<file path="src/rtl/msrv_32_pipe_stage_reg_if.sv">
// Handshake bundle for one msrv_32 inter-stage pipeline register.
// The slave side is the stage itself; the master side is the surrounding
// logic that feeds it from upstream and drains it downstream.
interface msrv_32_pipe_stage_reg_if #(
   parameter int DATA_W = 128,
   parameter int CTRL_W = 8,
   parameter int CNT_W  = 16
) ();

   logic              in_valid;
   logic              in_ready;
   logic [DATA_W-1:0] in_data;
   logic [CTRL_W-1:0] in_ctrl;
   logic              flush_in;
   logic              out_valid;
   logic              out_ready;
   logic [DATA_W-1:0] out_data;
   logic [CTRL_W-1:0] out_ctrl;
   logic [CNT_W-1:0]  stall_cnt;

   modport slave (
      input  in_valid,
      input  in_data,
      input  in_ctrl,
      input  flush_in,
      input  out_ready,
      output in_ready,
      output out_valid,
      output out_data,
      output out_ctrl,
      output stall_cnt
   );

   modport master (
      output in_valid,
      output in_data,
      output in_ctrl,
      output flush_in,
      output out_ready,
      input  in_ready,
      input  out_valid,
      input  out_data,
      input  out_ctrl,
      input  stall_cnt
   );

endinterface

</file>
<file path="src/rtl/msrv_32_pipe_stage_reg.sv">
// Inter-stage pipeline register for the msrv_32 core.
// Holds a payload plus side-effecting control bits behind a valid/ready
// handshake. With SKID=1 a second entry absorbs the cycle in which the
// downstream stalls, so in_ready comes straight from a flop; with SKID=0 a
// single entry is used and in_ready is combinational from out_ready.
// A branch flush empties the stage and drops the incoming entry. Control bits
// are masked whenever the head slot is invalid so a dead slot can never fire
// a register-file or CSR write.
module msrv_32_pipe_stage_reg #(
   parameter int DATA_W = 128,
   parameter int CTRL_W = 8,
   parameter int SKID   = 1,
   parameter int CNT_W  = 16
) (
   input  logic                   ms_risc32_mp_clk_in,
   input  logic                   ms_risc32_mp_rst_in,
   msrv_32_pipe_stage_reg_if.slave bus
);

   typedef enum logic [1:0] {
      ST_EMPTY = 2'd0,
      ST_ONE   = 2'd1,
      ST_TWO   = 2'd2
   } state_t;

   state_t            state_reg;
   state_t            state_next;
   logic [DATA_W-1:0] main_data_reg;
   logic [DATA_W-1:0] main_data_next;
   logic [CTRL_W-1:0] main_ctrl_reg;
   logic [CTRL_W-1:0] main_ctrl_next;
   logic [DATA_W-1:0] skid_data_reg;
   logic [DATA_W-1:0] skid_data_next;
   logic [CTRL_W-1:0] skid_ctrl_reg;
   logic [CTRL_W-1:0] skid_ctrl_next;
   logic [CNT_W-1:0]  stall_cnt_reg;

   logic              in_ready_int;
   logic              out_valid_int;
   logic              xfer_in;
   logic              xfer_out;

   assign out_valid_int = (state_reg != ST_EMPTY);
   assign xfer_in       = bus.in_valid & in_ready_int;
   assign xfer_out      = out_valid_int & bus.out_ready;

   // The ready source differs per variant: a flop in skid mode, otherwise
   // "slot free or being drained this cycle".
   generate
      if (SKID != 0) begin : g_skid_ready
         logic ready_reg;

         // Registered ready: deassert exactly when the next state is full.
         always_ff @(posedge ms_risc32_mp_clk_in or posedge ms_risc32_mp_rst_in) begin
            if (ms_risc32_mp_rst_in) begin
               ready_reg <= 1'b1;
            end else begin
               ready_reg <= (state_next != ST_TWO);
            end
         end

         assign in_ready_int = ready_reg;
      end else begin : g_comb_ready
         assign in_ready_int = ~out_valid_int | bus.out_ready;
      end
   endgenerate

   // Next-state and datapath steering; flush overrides every other transition.
   always_comb begin
      state_next     = state_reg;
      main_data_next = main_data_reg;
      main_ctrl_next = main_ctrl_reg;
      skid_data_next = skid_data_reg;
      skid_ctrl_next = skid_ctrl_reg;

      if (bus.flush_in) begin
         // Payload is left as-is (don't-care once invalid); control bits are
         // dropped so nothing stale can be re-exposed later.
         state_next     = ST_EMPTY;
         main_ctrl_next = '0;
         skid_ctrl_next = '0;
      end else begin
         case (state_reg)
            ST_EMPTY: begin
               if (xfer_in) begin
                  state_next     = ST_ONE;
                  main_data_next = bus.in_data;
                  main_ctrl_next = bus.in_ctrl;
               end
            end
            ST_ONE: begin
               if (xfer_in && !xfer_out && (SKID != 0)) begin
                  // Head is stuck; park the newcomer behind it.
                  state_next     = ST_TWO;
                  skid_data_next = bus.in_data;
                  skid_ctrl_next = bus.in_ctrl;
               end else if (xfer_in) begin
                  // Head leaves as the newcomer arrives (always the case
                  // for a single-entry stage, whose ready implies drain).
                  main_data_next = bus.in_data;
                  main_ctrl_next = bus.in_ctrl;
               end else if (xfer_out) begin
                  state_next = ST_EMPTY;
               end
            end
            ST_TWO: begin
               if (xfer_out) begin
                  state_next     = ST_ONE;
                  main_data_next = skid_data_reg;
                  main_ctrl_next = skid_ctrl_reg;
               end
            end
            default: begin
               state_next = ST_EMPTY;
            end
         endcase
      end
   end

   // Occupancy and entry storage; reset wipes every entry immediately.
   always_ff @(posedge ms_risc32_mp_clk_in or posedge ms_risc32_mp_rst_in) begin
      if (ms_risc32_mp_rst_in) begin
         state_reg     <= ST_EMPTY;
         main_data_reg <= '0;
         main_ctrl_reg <= '0;
         skid_data_reg <= '0;
         skid_ctrl_reg <= '0;
      end else begin
         state_reg     <= state_next;
         main_data_reg <= main_data_next;
         main_ctrl_reg <= main_ctrl_next;
         skid_data_reg <= skid_data_next;
         skid_ctrl_reg <= skid_ctrl_next;
      end
   end

   // Count back-pressure cycles, sticking at all-ones; flush does not clear it.
   always_ff @(posedge ms_risc32_mp_clk_in or posedge ms_risc32_mp_rst_in) begin
      if (ms_risc32_mp_rst_in) begin
         stall_cnt_reg <= '0;
      end else if (out_valid_int && !bus.out_ready && (stall_cnt_reg != {CNT_W{1'b1}})) begin
         stall_cnt_reg <= stall_cnt_reg + CNT_W'(1);
      end
   end

   assign bus.in_ready  = in_ready_int;
   assign bus.out_valid = out_valid_int;
   assign bus.out_data  = main_data_reg;
   assign bus.out_ctrl  = main_ctrl_reg & {CTRL_W{out_valid_int}};
   assign bus.stall_cnt = stall_cnt_reg;

endmodule
</file>
<file path="src/flat_wrapper.sv">
// flat-port wrapper written by rule: the top's interface ports become plain ports
module msrv_32_pipe_stage_reg_flat 
#(
   parameter int DATA_W = 128,
   parameter int CTRL_W = 8,
   parameter int SKID   = 1,
   parameter int CNT_W  = 16
)
  (ms_risc32_mp_clk_in, ms_risc32_mp_rst_in, bus_in_valid, bus_in_data, bus_in_ctrl, bus_flush_in, bus_out_ready, bus_in_ready, bus_out_valid, bus_out_data, bus_out_ctrl, bus_stall_cnt);
  msrv_32_pipe_stage_reg_if #(.DATA_W(DATA_W), .CTRL_W(CTRL_W), .CNT_W(CNT_W)) bus_i ();
  input  logic ms_risc32_mp_clk_in;
  input  logic ms_risc32_mp_rst_in;
  input wire logic [$bits(bus_i.in_valid)-1:0] bus_in_valid;
  input wire logic [$bits(bus_i.in_data)-1:0] bus_in_data;
  input wire logic [$bits(bus_i.in_ctrl)-1:0] bus_in_ctrl;
  input wire logic [$bits(bus_i.flush_in)-1:0] bus_flush_in;
  input wire logic [$bits(bus_i.out_ready)-1:0] bus_out_ready;
  output wire logic [$bits(bus_i.in_ready)-1:0] bus_in_ready;
  output wire logic [$bits(bus_i.out_valid)-1:0] bus_out_valid;
  output wire logic [$bits(bus_i.out_data)-1:0] bus_out_data;
  output wire logic [$bits(bus_i.out_ctrl)-1:0] bus_out_ctrl;
  output wire logic [$bits(bus_i.stall_cnt)-1:0] bus_stall_cnt;
  assign bus_i.in_valid = bus_in_valid;
  assign bus_i.in_data = bus_in_data;
  assign bus_i.in_ctrl = bus_in_ctrl;
  assign bus_i.flush_in = bus_flush_in;
  assign bus_i.out_ready = bus_out_ready;
  assign bus_in_ready = bus_i.in_ready;
  assign bus_out_valid = bus_i.out_valid;
  assign bus_out_data = bus_i.out_data;
  assign bus_out_ctrl = bus_i.out_ctrl;
  assign bus_stall_cnt = bus_i.stall_cnt;
  msrv_32_pipe_stage_reg #(.DATA_W(DATA_W), .CTRL_W(CTRL_W), .SKID(SKID), .CNT_W(CNT_W)) u_core (.ms_risc32_mp_clk_in(ms_risc32_mp_clk_in), .ms_risc32_mp_rst_in(ms_risc32_mp_rst_in), .bus(bus_i));
endmodule
</file>
<file path="config.mk">
export PLATFORM = sky130hd
export DESIGN_NAME = msrv_32_pipe_stage_reg_flat
export DESIGN_NICKNAME = d
export VERILOG_FILES = /design/src/rtl/msrv_32_pipe_stage_reg_if.sv /design/src/rtl/msrv_32_pipe_stage_reg.sv /design/src/flat_wrapper.sv
export SDC_FILE = /design/constraint.sdc
export NUM_CORES = 1
export LEC_CHECK = 0
export CAP_MARGIN = 20
export CORE_MARGIN = 2
export CORE_UTILIZATION = 35
export CTS_CLUSTER_DIAMETER = 60
export DETAILED_ROUTE_END_ITERATION = 12
export GPL_ROUTABILITY_DRIVEN = 0
export HOLD_SLACK_MARGIN = 0.1
export SLEW_MARGIN = 10
export SYNTH_ARGS = -nofsm -noshare
export SYNTH_HDL_FRONTEND = slang
export SYNTH_SLANG_ARGS = --single-unit
</file>
<file path="constraint.sdc">
create_clock -name ms_risc32_mp_clk_in -period 19.6 [get_ports ms_risc32_mp_clk_in]
set_input_delay 1.96 -clock ms_risc32_mp_clk_in [delete_from_list [all_inputs] [get_ports ms_risc32_mp_clk_in]]
set_output_delay 1.96 -clock ms_risc32_mp_clk_in [all_outputs]
set_load 0.01 [all_outputs]
</file>
==> flow_metrics.tcl <==
set metrics [dict create \
    die_y_um 196 \
    slew_headroom 0.267 \
    drtPass1Iterations 6 \
    cts_resized 0 \
    worst_pin_slew_ns 1.10 \
    hold_buffers 0 \
    clock_latency_ns 0.51 \
    grt_max_degree 94 \
    power_density_nw_per_um2 112 \
    min_path_type "flop to flop" \
    io_buffers 294 \
    start_util 0.354 \
    final_max_slew_viol_count 0 \
    final_cell_mix "clkdlybuf4s50_1, dfrtp_1, mux2i_1" \
    cp.arrival_ns 5.00 \
    cts_buffer_depth 3 \
    power.switching_mw 0.499 \
    fin_skew_ns 0.0166 \
    grtUsageTotal 0.177 \
    io_pins 295 \
    grt_first_pass_wirelength_mm 54.1 \
    cts_buffers 36 \
    worstSetupStartpointType "primary input" \
    leakagePower_nw 8.47 \
    synthDistinctLibCells 42 \
    ys_seq_area_frac 0.563 \
    path_clk_slew_ns 0.06 \
    drtIter0Drc 519 \
    r2r_start "u_core.state_reg[0]" \
    vdd_drop_max_uv 71.9 \
    htree_levels 2 \
    reg2reg_depth 5 \
    hold_depth 1 \
    synth-seq-cells 291 \
    grt_overflow_total 0 \
    final_hold_viol_count 0 \
    fillCellCount 3271 \
    drc 0 \
    period_share 0.237 \
    core_sq_um 36500 \
    wl_mm 34.3 \
    postCtsSetupBuffers 0 \
    max_stage_delay_ns 0.86 \
    cts_sinks 291 \
    fmax_ghz 0.215 \
    synth_area_per_cell_sq_um 12.8 \
    grt_setup_unrepaired "no" \
    wire_per_inst_um 19.4 \
    crit_path_end "u_core.bus.out_data[93]" \
    synth_area_sq_um 12900 \
    fp-row-count 70 \
    vias_per_cell 5.07 \
    dieWidth_um 196 \
    path_cells "clkdlybuf4s50_1, nor2b_1, o22ai_2, nand2b_4, buf_4, o21ai_0" \
    path_class "primary input to flop" \
    drive_gt1_frac 0.148 \
    cap_viol_max_count 0 \
    utilization 0.478 \
    yosysWarnings 0 \
    grt_pass1_vias 9394 \
    antenna_found_initial 1 \
    die_area_sq_um 38500 \
    r2r-end "u_core.bus.out_data[93]" \
    crit_start "bus_out_ready" \
    power.internal_mw 1.46 \
    area_growth_pct 34.9 \
    critPathCaptureType "flop" \
    finalCriticalPeriod_ns 4.65 \
    hpwlAfterDp_mm 20.6 \
    final_common_cell "clkdlybuf4s50_1" \
    setup_tns_ns 0 \
    setup_violations 0 \
    cp.required_ns 19.95 \
    synthFlopType "dfrtp_1" \
    status "completed" \
    antenna_left 0 \
    cts_tree "done" \
    nets 1417 \
    seq_power_share 0.419 \
    synth_edf_count 0 \
    power_frac_comb 0.212 \
    layoutNonFillerInstCount 1770 \
    via_count 8974 \
    p_sw_frac 0.255 \
    synthArstFlopShare 1.00 \
    synth_cells 1007 \
    hold_start "u_core.skid_data_reg[6]" \
    dp.cells 1705 \
    clockPowerShare 0.370 \
    cts-root-buf "clkbuf_16" \
    cp_max_fo 76 \
    synth_fp_nets 1149 \
    rrSetupSlack_ns 16.17 \
    slowest_stage "buf_4" \
]
## power by group through the flow
| stage | Clock, mW | Sequential, mW | Combinational, mW |
|---|---|---|---|
| global placement | 0 | 0.822 | 0.412 |
| CTS | 0.744 | 0.819 | 0.420 |
| detailed placement | 0 | 0.825 | 0.418 |
| floorplan | 0 | 0.836 | 0.202 |
| global route | 0.769 | 0.837 | 0.450 |
| finish | 0.723 | 0.819 | 0.414 |
## routing by layer
layer  GRT usage  routed length (um)  vias up
li1            -                   -     4140
met1       0.241               15700     4516
met2       0.265               15100      255
met3      0.0567                2560       63
met4      0.0589                 945        0
met5           0                   0        -
## through the flow
step / hold slack [ns] / power, mW / setup WS [ns] / instance area [sq um]
after detailed placement: 0.481 / 1.24 / 14.34 / 16200
after floorplan: 0.464 / 1.04 / 9.61 / 12900
after global placement: 0.472 / 1.23 / 14.45 / 16200
final: 0.488 / 1.96 / 14.95 / 17500
after global routing: 0.501 / 2.06 / 14.69 / 17500
after CTS: 0.494 / 1.98 / 14.91 / 17500
## worst max-delay path, delay by kind of cell
family	cells	cell delay, ns
compound gates	2	0.56
simple gates	2	0.98
buf+inv	2	1.44
## cells in the mapped netlist, types with 3 or more instances
master	number	share of area
dfrtp_1	290	0.56
mux2i_1	136	0.11
o21ai_0	134	0.052
o21ai_1	122	0.047
mux2_4	100	0.12
buf_2	27	0.010
clkbuf_1	25	0.0073
nand2_1	22	0.0064
mux2_1	21	0.018
nor2_1	21	0.0061
buf_6	14	0.012
xor2_1	13	0.0088
nor2b_1	10	0.0048
a311oi_1	8	0.0054
mux2_2	8	0.0070
nor3_1	8	0.0031
nand3_1	6	0.0023
buf_1	4	0.0012
buf_4	4	0.0023
inv_1	4	0.0012
nor4_1	4	0.0019
nand4_1	3	0.0015
## area by class of cell
type,count,area (sq um),area share
clock inverters,15,263,0.0151
flip-flops and latches,291,7280,0.417
well taps,468,586,0.0335
diodes,2,5.00,0.000287
inverters,4,22.5,0.00129
multi-input cells,637,5240,0.300
clock buffers,48,1040,0.0594
repair buffers,305,3020,0.173
## worst min path at each step
stage                                           end  slack, ns
final                       u_core.skid_data_reg[6]       0.49
after floorplan             u_core.skid_data_reg[0]       0.46
after global placement      u_core.skid_data_reg[0]       0.47
after CTS                  u_core.skid_data_reg[12]       0.49
after detailed placement    u_core.skid_data_reg[1]       0.48
after global routing      u_core.skid_data_reg[125]       0.50
## cell families (layout without fill, tap and decap cells)
family,after synthesis,after routing,share of synthesized area
AOI/OAI and AO/OA,271,271,0.109
xor gates and xnor gates,15,15,0.0102
adders and majority gates,1,1,0.000967
buffers and inverters,79,372,0.0351
DFF,291,291,0.563
muxes,265,265,0.247
other,0,2,0
and+or+nand+nor,85,85,0.0350
No activity file was read; power rests on OpenSTA's default activity.
